==> config.mk <==
export PLATFORM = sky130hd
export DESIGN_NAME = sram_port_arbiter
export DESIGN_NICKNAME = d
export VERILOG_FILES = /design/src/rtl/sram_port_arbiter.sv
export SDC_FILE = /design/constraint.sdc
export NUM_CORES = 1
export LEC_CHECK = 0
export CORE_AREA = 8 8 113 115
export CTS_BUF_LIST = sky130_fd_sc_hd__clkbuf_4 sky130_fd_sc_hd__clkbuf_8 sky130_fd_sc_hd__clkbuf_16
export DETAILED_ROUTE_END_ITERATION = 8
export DIE_AREA = 0 0 121 123
export PLACE_DENSITY = 0.67
export SLEW_MARGIN = 30
export SYNTH_ARGS = -nofsm -noshare
export SYNTH_HDL_FRONTEND = slang
export SYNTH_SLANG_ARGS = --single-unit
==> constraint.sdc <==
create_clock -name clk -period 2.5 [get_ports clk]
set_clock_uncertainty 0.05 [all_clocks]
set_input_delay 0.375 -clock clk [delete_from_list [all_inputs] [get_ports clk]]
set_output_delay 0.375 -clock clk [all_outputs]
set_load 0.01 [all_outputs]
==> src/rtl/sram_port_arbiter.sv <==
// Shares one SRAM-like bus port between the inst-fetch and data masters.
// Arbitrates the address phase and routes in-order data responses via an owner FIFO.
module sram_port_arbiter #(
    parameter int unsigned AW    = 32,
    parameter int unsigned DW    = 32,
    parameter int unsigned DEPTH = 4
) (
    input  logic          clk,
    input  logic          resetn,
    input  logic          i_req,
    input  logic          i_wr,
    input  logic [1:0]    i_size,
    input  logic [AW-1:0] i_addr,
    input  logic [DW-1:0] i_wdata,
    output logic          i_addr_ok,
    output logic          i_data_ok,
    output logic [DW-1:0] i_rdata,
    input  logic          d_req,
    input  logic          d_wr,
    input  logic [1:0]    d_size,
    input  logic [AW-1:0] d_addr,
    input  logic [DW-1:0] d_wdata,
    output logic          d_addr_ok,
    output logic          d_data_ok,
    output logic [DW-1:0] d_rdata,
    output logic          s_req,
    output logic          s_wr,
    output logic [1:0]    s_size,
    output logic [AW-1:0] s_addr,
    output logic [DW-1:0] s_wdata,
    input  logic          s_addr_ok,
    input  logic          s_data_ok,
    input  logic [DW-1:0] s_rdata,
    output logic          err
);

    localparam int unsigned PW = $clog2(DEPTH);
    localparam int unsigned CW = PW + 1;

    typedef enum logic [1:0] {
        IDLE   = 2'd0,
        LOCK_I = 2'd1,
        LOCK_D = 2'd2
    } lock_e;

    lock_e             state;
    lock_e             state_nxt;
    logic              grant_d;
    logic              full;
    logic              empty;
    logic              push;
    logic              pop;
    logic              head;
    logic [DEPTH-1:0]  owner_q;
    logic [PW-1:0]     wr_ptr;
    logic [PW-1:0]     rd_ptr;
    logic [CW-1:0]     count;

    always_ff @(posedge clk or negedge resetn) begin
        if (!resetn) state <= IDLE;
        else         state <= state_nxt;
    end

    // Grant is live in IDLE (data priority) and pinned to the owner while locked
    always_comb begin
        state_nxt = state;
        grant_d   = 1'b0;
        s_req     = 1'b0;
        case (state)
            IDLE:    grant_d = d_req;
            LOCK_I:  grant_d = 1'b0;
            LOCK_D:  grant_d = 1'b1;
            default: grant_d = 1'b0;
        endcase
        s_req = (grant_d ? d_req : i_req) & ~full;
        case (state)
            IDLE: begin
                if (s_req && !s_addr_ok) state_nxt = grant_d ? LOCK_D : LOCK_I;
            end
            LOCK_I, LOCK_D: begin
                if (s_addr_ok) state_nxt = IDLE;
            end
            default: state_nxt = IDLE;
        endcase
    end

    assign s_wr    = grant_d ? d_wr    : i_wr;
    assign s_size  = grant_d ? d_size  : i_size;
    assign s_addr  = grant_d ? d_addr  : i_addr;
    assign s_wdata = grant_d ? d_wdata : i_wdata;

    assign i_addr_ok = s_addr_ok & s_req & ~grant_d;
    assign d_addr_ok = s_addr_ok & s_req &  grant_d;

    assign full  = (count == CW'(DEPTH));
    assign empty = (count == '0);
    assign push  = s_req & s_addr_ok;
    assign pop   = s_data_ok & ~empty;
    assign head  = owner_q[rd_ptr];

    // Owner FIFO: one bit per outstanding transaction, 1 = data master
    always_ff @(posedge clk or negedge resetn) begin
        if (!resetn) begin
            owner_q <= '0;
            wr_ptr  <= '0;
            rd_ptr  <= '0;
            count   <= '0;
        end else begin
            if (push) begin
                owner_q[wr_ptr] <= grant_d;
                wr_ptr          <= wr_ptr + PW'(1);
            end
            if (pop) rd_ptr <= rd_ptr + PW'(1);
            count <= count + CW'(push) - CW'(pop);
        end
    end

    assign i_data_ok = pop & ~head;
    assign d_data_ok = pop &  head;
    assign i_rdata   = s_rdata;
    assign d_rdata   = s_rdata;

    // Sticky flag for stray data responses or unrequested address accepts
    always_ff @(posedge clk or negedge resetn) begin
        if (!resetn) err <= 1'b0;
        else if ((s_data_ok && empty) || (s_addr_ok && !s_req)) err <= 1'b1;
    end

endmodule

==> results.sh, run 1 <==
export IMPL_antenna_left=0
export IMPL_die_y_um=123
export IMPL_fin_crit_sh_pct=98.2
export IMPL_powerDensity_nw_per_um2=983
export IMPL_setup_slack_ps=45.8
export IMPL_synth_edf_count=0
export IMPL_pre_cts_slack_ps=-137
export IMPL_tns_ps=0
export IMPL_yosysWarnings=0
export IMPL_synth_main_ff_cell="dfrtp_1"
export IMPL_drt_total_wl_um=10900
export IMPL_synthArstFlopShare_pct=100
export IMPL_maxCapViolCount=0
export IMPL_layout_drive_gt1_share_pct=8.27
export IMPL_synth_area_um2=2160
export IMPL_cts_tree="yes"
export IMPL_ir_worst_vdd_uv=376
export IMPL_worstSkewPairLatency_ps=250
export IMPL_crit_chain="clkdlybuf4s50_1 -> buf_4 -> a21oi_4 -> buf_12 -> buf_4 -> buf_4 -> nand2_1 -> nand2_1 -> dlygate4sd2_1"
export IMPL_via_per_inst=4.17
export IMPL_finalSetupViolations=0
export IMPL_cts_root_buffer="clkbuf_16"
export IMPL_holdBufCountCts=0
export IMPL_arrival_ps=2030
export IMPL_start_util_pct=19.5
export IMPL_hpwl_um=8700
export IMPL_ys_ff_latch=14
export IMPL_p_sw_w=0.00189
export IMPL_gp_congestion=0.766
export IMPL_syn_to_final_growth_pct=100
export IMPL_cp_required_ps=2080
export IMPL_antenna_found_initial=0
export IMPL_portBuffers=212
export IMPL_relSlewSlack_pct=56.5
export IMPL_track_usage_pct=12.9
export IMPL_grt_max_degree=39
export IMPL_dr_pass1_iters=4
export IMPL_core_area_um2=11100
export IMPL_die_w_um=121
export IMPL_vias=2764
export IMPL_hold_viol=0
export IMPL_status="finished, final reports clean"
export IMPL_tightest_slew_ps=650
export IMPL_leakage_nw=2.28
export IMPL_synthCells=357
export IMPL_slowest_delay_ps=440
export IMPL_critical_path_max_fanout=16
export IMPL_core_rowCount=39
export IMPL_startpoint_type="primary input"
export IMPL_grt_pass1_vias=2942
export IMPL_cts_buffers=3
export IMPL_comb_power_share_pct=81.6
export IMPL_seq_area_frac_synth_pct=16.3
export IMPL_cts_sinks=14
export IMPL_netSwitchingFraction_pct=44.4
export IMPL_first_iter_violations=63
export IMPL_antenna_cells=0
export IMPL_min_path_type="reg2reg"
export IMPL_clkPwrFrac_pct=7.9
export IMPL_maxSlewViolCount=0
export IMPL_grt_pass1_wl_um=15300
export IMPL_critPathCaptureType="output pin"
export IMPL_cts_max_level=1
export IMPL_yosysUniqueCellTypes=33
export IMPL_die_area_um2=14900
export IMPL_clockBufferDepth=2
export IMPL_drc=0
export IMPL_min_period_ps=2450
export IMPL_internal_power_w=0.00236
export IMPL_path_class="in2out"
export IMPL_wire_per_inst_um=16.5
export IMPL_path_clk_slew_ps=50
export IMPL_sequentialPowerShare_pct=10.5
export IMPL_syn_avg_cell_area_um2=6.04
export IMPL_nets=702
export IMPL_syn_nets=538
export IMPL_ios=309
export IMPL_path_common_cell="buf_4"
export IMPL_cpMaxStageDelayCell="clkdlybuf4s50_1"
export IMPL_worst_hold_slack_ps=432
export IMPL_power_w=0.00425
export IMPL_max_freq_mhz=407
export IMPL_gr_total_overflow=0
export IMPL_final_core_util_pct=39.0
## per-stage QoR
stage               cell area [µm²]  std cells
CTS                            4190        654
global placement               4070        646
finish                         4320        663
floorplan                      2160        357
global route                   4320        663
detailed placement             4070        646
## path summary, 6_finish.rpt
| path | start | end | slack, ps | cells past startpoint |
|---|---|---|---|---|
| min in group asynchronous | resetn | err | 480 | 1 |
| setup reg to reg | state[1] | count[2] | 310 | 10 |
| setup / recovery | d_req | s_addr[7] | 50 | 9 |
| hold reg to reg | err | err | 430 | 2 |
| max in group asynchronous | resetn | owner_q[1] | 1500 | 1 |
| hold / removal | err | err | 430 | 2 |
## worst max-delay path, delay by kind of cell
kind	cells	cell delay (ps)
compound gates	1	250
simple gates	2	120
buf+inv	6	1280
## flip-flops by register name (all words and copies together), names as in the netlist
name	flops
owner_q	4
count	3
rd_ptr	2
state	2
wr_ptr	2
err	1
## routing by layer
metal | global-route usage [%] | wire [µm]
met1 | 14.3 | 4160
met2 | 20.0 | 4910
met3 | 7.90 | 1610
met4 | 4.22 | 269
met5 | 0 | 0
## Yosys cell counts (2+ instances only)
cell      number  share of area, %
nand2_1      206                36
buf_4         64                22
dfrtp_1       14                16
clkbuf_1      11               1.9
inv_1          9               1.6
ha_1           8               4.6
a211oi_1       4               1.4
buf_2          4              0.93
mux2_1         4               2.1
a21oi_1        3              0.70
nor2_1         3              0.52
xnor2_1        3               1.2
a22o_1         2              0.81
nor2b_1        2              0.58
xor2_1         2              0.81
## area by class of cell
class / instances / area [µm²]
fillers: 1161 / 6760
clock buffers: 4 / 88.8
repair buffers: 239 / 2400
flip-flops and latches: 14 / 350
well taps: 143 / 179
multi-input cells: 253 / 1260
inverters: 10 / 37.5
## power by group through the flow
stage,Combinational (W),Clock [W],Sequential [W]
floorplan,0.00167,0,0.000416
global placement,0.00338,0,0.000435
detailed placement,0.00344,0,0.000442
CTS,0.00335,0.000343,0.000445
global route,0.00380,0.000354,0.000464
finish,0.00347,0.000337,0.000446
## timing repair
action,CTS,global route
gates resized for setup,63,15
cloned,1,2
hold endpoints to repair,0,0
setup endpoints to repair,70,13
pin swaps,1,2
buffers inserted,3,7
## layout by cell type (no fill, tap or decap), drive strengths merged
cell / synthesis / layout
mux2: 6 / 6
a211oi: 4 / 4
and2: 1 / 1
a21oi: 3 / 3
nand2: 206 / 206
xor2: 2 / 2
inv: 10 / 10
xnor2: 3 / 3
nor3b: 1 / 1
nor2: 3 / 3
clkdlybuf4s15: 0 / 1
clkdlybuf4s50: 0 / 142
nor2b: 2 / 2
fa: 1 / 1
a211o: 2 / 2
dlymetal6s2s: 0 / 13
a22o: 2 / 2
ha: 8 / 8
a21o: 1 / 1
dfrtp: 14 / 14
mux4: 1 / 1
o21ai: 2 / 2
clkbuf: 11 / 6
nor4b: 1 / 1
nor3: 1 / 1
nor4bb: 1 / 1
buf: 69 / 25
dlygate4sd2: 0 / 56
nand2b: 1 / 1
o31a: 1 / 1
## logic make-up (layout without fill, tap and decap cells)
group                    Yosys count  in the layout  share of synthesized area [%]
flip-flops                        14             14                           16.3
AND/OR/NAND/NOR                  217            217                           39.2
buffers and inverters             90            253                           27.4
AO/OA/AOI/OAI                     15             15                           5.17
adder cells (fa/ha/maj)            9              9                           5.57
multiplexers                       7              7                           4.35
XOR/XNOR                           5              5                           2.03
(Power assumes the default switching activity.)
==> run 2: changes to the inputs <==
--- a/config.mk
+++ b/config.mk
@@ -5,6 +5,7 @@
 export SDC_FILE = /design/constraint.sdc
 export NUM_CORES = 1
 export LEC_CHECK = 0
+export ABC_AREA = 1
 export CORE_AREA = 8 8 113 115
 export CTS_BUF_LIST = sky130_fd_sc_hd__clkbuf_4 sky130_fd_sc_hd__clkbuf_8 sky130_fd_sc_hd__clkbuf_16
 export DETAILED_ROUTE_END_ITERATION = 8
==> results.sh, run 2 <==
export IMPL_hold_viol=0
export IMPL_layout_drive_gt1_share_pct=4.91
export IMPL_yosysUniqueCellTypes=22
export IMPL_die_y_um=123
export IMPL_path_buf_inv=3
export IMPL_relSlewSlack_pct=58.1
export IMPL_wire_per_inst_um=15.3
export IMPL_fin_crit_sh_pct=97.2
export IMPL_synth_area_leaders="nand2_1 39%, buf_4 23%, dfrtp_1 16%"
export IMPL_path_class="reg2out"
export IMPL_clockBufferDepth=2
export IMPL_yosys_top_cells_count="226 x nand2_1, 66 x buf_4, 19 x inv_1"
export IMPL_startpoint_type="register"
export IMPL_status="finished, final reports clean"
export IMPL_cts_setup_buffers=0
export IMPL_clkPwrFrac_pct=8.7
export IMPL_maxSlewViolCount=0
export IMPL_maxCapViolCount=0
export IMPL_cp_required_ps=2080
export IMPL_die_w_um=121
export IMPL_sequentialPowerShare_pct=10.9
export IMPL_pre_cts_slack_ps=-39.0
export IMPL_arrival_ps=2010
export IMPL_yosysTopAreaCell="nand2_1"
export IMPL_grt_pass1_wl_um=14100
export IMPL_portBuffers=212
export IMPL_cts_tree="yes"
export IMPL_cts_sinks=14
export IMPL_vias=2734
export IMPL_synthArstFlopShare_pct=100
export IMPL_ir_worst_vdd_uv=359
export IMPL_critPathCaptureType="output pin"
export IMPL_top_register="owner_q"
export IMPL_grt_pass1_vias=2745
export IMPL_core_area_um2=11100
export IMPL_min_path_type="reg2reg"
export IMPL_leakage_nw=2.49
export IMPL_core_rowCount=39
export IMPL_p_sw_w=0.00169
export IMPL_syn_avg_cell_area_um2=5.68
export IMPL_n_fill_cell=1142
export IMPL_crit_chain="inv_1 -> ha_2 -> nand2_2 -> nand2_4 -> buf_12 -> nand2_1 -> nand2_1 -> clkdlybuf4s50_1"
export IMPL_grt_max_degree=35
export IMPL_antenna_left=0
export IMPL_worstSkewPairLatency_ps=240
export IMPL_max_freq_mhz=411
export IMPL_rr_worst_depth=10
export IMPL_slowest_delay_ps=540
export IMPL_final_core_util_pct=38.5
export IMPL_synth_area_um2=2150
export IMPL_gp_congestion=0.799
export IMPL_synth_main_ff_cell="dfrtp_1"
export IMPL_holdBufCountCts=0
export IMPL_first_iter_violations=66
export IMPL_netSwitchingFraction_pct=45.0
export IMPL_largest_reg_flops=4
export IMPL_seq_area_frac_synth_pct=16.3
export IMPL_powerDensity_nw_per_um2=880
export IMPL_synth_most_common_cell="nand2_1"
export IMPL_comb_power_share_pct=80.4
export IMPL_cts_root_buffer="clkbuf_16"
export IMPL_ys_ff_latch=14
export IMPL_cts_buffers=3
export IMPL_drt_total_wl_um=10300
export IMPL_syn_nets=560
export IMPL_min_period_ps=2430
export IMPL_crit_cells=8
export IMPL_design_area_um2=4270
export IMPL_rsz0062_at_grt="yes"
export IMPL_setup_slack_ps=68.9
export IMPL_tightest_slew_ps=626
export IMPL_cts_max_level=1
export IMPL_path_clk_slew_ps=40
export IMPL_antenna_cells=0
export IMPL_whs_path_depth=2
export IMPL_yosysWarnings=0
export IMPL_via_per_inst=4.07
export IMPL_internal_power_w=0.00206
export IMPL_netlist_area_leader_share_pct=39.4
export IMPL_die_area_um2=14900
export IMPL_final_common_cell="nand2_1"
export IMPL_path_common_cell="nand2_1"
export IMPL_finalSetupViolations=0
export IMPL_start_util_pct=19.4
export IMPL_track_usage_pct=11.8
export IMPL_critical_path_max_fanout=34
export IMPL_synth_edf_count=0
export IMPL_gr_total_overflow=0
export IMPL_reg_top3="owner_q x4, count x3"
export IMPL_nets=711
export IMPL_synthCells=379
export IMPL_hpwl_um=8550
export IMPL_dr_pass1_iters=4
export IMPL_worst_hold_slack_ps=408
export IMPL_dpl_instance_area_um2=4020
export IMPL_syn_to_final_growth_pct=98.3
export IMPL_antenna_found_initial=3
export IMPL_ios=309
export IMPL_drc=0
export IMPL_mostFrequentLayoutCells="225 x nand2_1, 147 x clkdlybuf4s50_1, 40 x dlymetal6s2s_1"
export IMPL_cpMaxStageDelayCell="clkdlybuf4s50_1"
export IMPL_critPathTopFamily="buffers and inverters"
## run 2: path summary, 6_finish.rpt
check                          from   endpoint  slack (ps)
hold / removal                  err        err         410
setup reg to reg           state[1]   count[2]         460
min in group asynchronous    resetn  rd_ptr[1]         480
setup / recovery           state[1]  s_addr[7]          70
max in group asynchronous    resetn   count[2]        1520
hold reg to reg                 err        err         410
## run 2: kinds of logic (layout without fill, tap and decap cells)
group / count (synthesis) / count (layout) / share of synthesized area, %
AND/OR/NAND/NOR: 247 / 247 / 45.6
buffers and inverters: 98 / 248 / 29.3
flip-flops: 14 / 14 / 16.3
adder cells (fa/ha/maj): 9 / 9 / 5.58
AO/OA/AOI/OAI: 7 / 7 / 1.63
XOR/XNOR: 4 / 4 / 1.63
## run 2: timing repair
item	CTS	global route
gates cloned	1	2
resized for setup	30	43
endpoints found under the setup margin	68	44
## run 2: stage by stage
stage / total power (W) / instances / TNS, ps
finish: 0.00375 / 672 / 0
global route: 0.00411 / 672 / -40.4
CTS: 0.00379 / 670 / 0
detailed placement: 0.00348 / 665 / -308
global placement: 0.00343 / 665 / -38.6
floorplan: 0.00192 / 379 / 0
## run 2: cell type report
class | count | area (µm²) | share of cell area (%)
sequential | 14 | 350 | 8.21
inverter | 20 | 82.6 | 1.93
tap | 143 | 179 | 4.19
multi-input combinational | 267 | 1180 | 27.7
timing repair buffer | 224 | 2390 | 55.9
clock buffer | 4 | 88.8 | 2.08
## run 2: worst min-delay path, delay by kind of cell (launching register included)
| family | cells | cell delay (ps) |
|---|---|---|
| DFF | 1 | 340 |
| and+or+nand+nor | 1 | 50 |
| AOI/OAI and AO/OA | 1 | 40 |
## run 2: power groups by stage
stage / sequential, W / combinational, W / clock (W)
6_report: 0.000411 / 0.00302 / 0.000326
5_1_grt: 0.000424 / 0.00333 / 0.000350
4_1_cts: 0.000413 / 0.00305 / 0.000334
3_5_place_dp: 0.000417 / 0.00306 / 0
3_3_place_gp: 0.000411 / 0.00302 / 0
2_1_floorplan: 0.000398 / 0.00153 / 0
## run 2: per-layer routing
metal,global-route usage [%],up-vias,wire length (µm)
met5,0,-,27
met4,5.31,4,331
met3,6.99,41,1450
met2,19.8,179,4950
met1,11.7,1142,3520
li1,-,1368,-
==> run 3: changes to the inputs <==
--- a/config.mk
+++ b/config.mk
@@ -8,10 +8,11 @@
 export ABC_AREA = 1
 export CORE_AREA = 8 8 113 115
 export CTS_BUF_LIST = sky130_fd_sc_hd__clkbuf_4 sky130_fd_sc_hd__clkbuf_8 sky130_fd_sc_hd__clkbuf_16
+export CTS_CLUSTER_DIAMETER = 80
 export DETAILED_ROUTE_END_ITERATION = 8
 export DIE_AREA = 0 0 121 123
 export PLACE_DENSITY = 0.67
-export SLEW_MARGIN = 30
+export SLEW_MARGIN = 10
 export SYNTH_ARGS = -nofsm -noshare
 export SYNTH_HDL_FRONTEND = slang
 export SYNTH_SLANG_ARGS = --single-unit
==> results of run 3 <==
Final layout, timing and power as in run 2 (identical DEF).
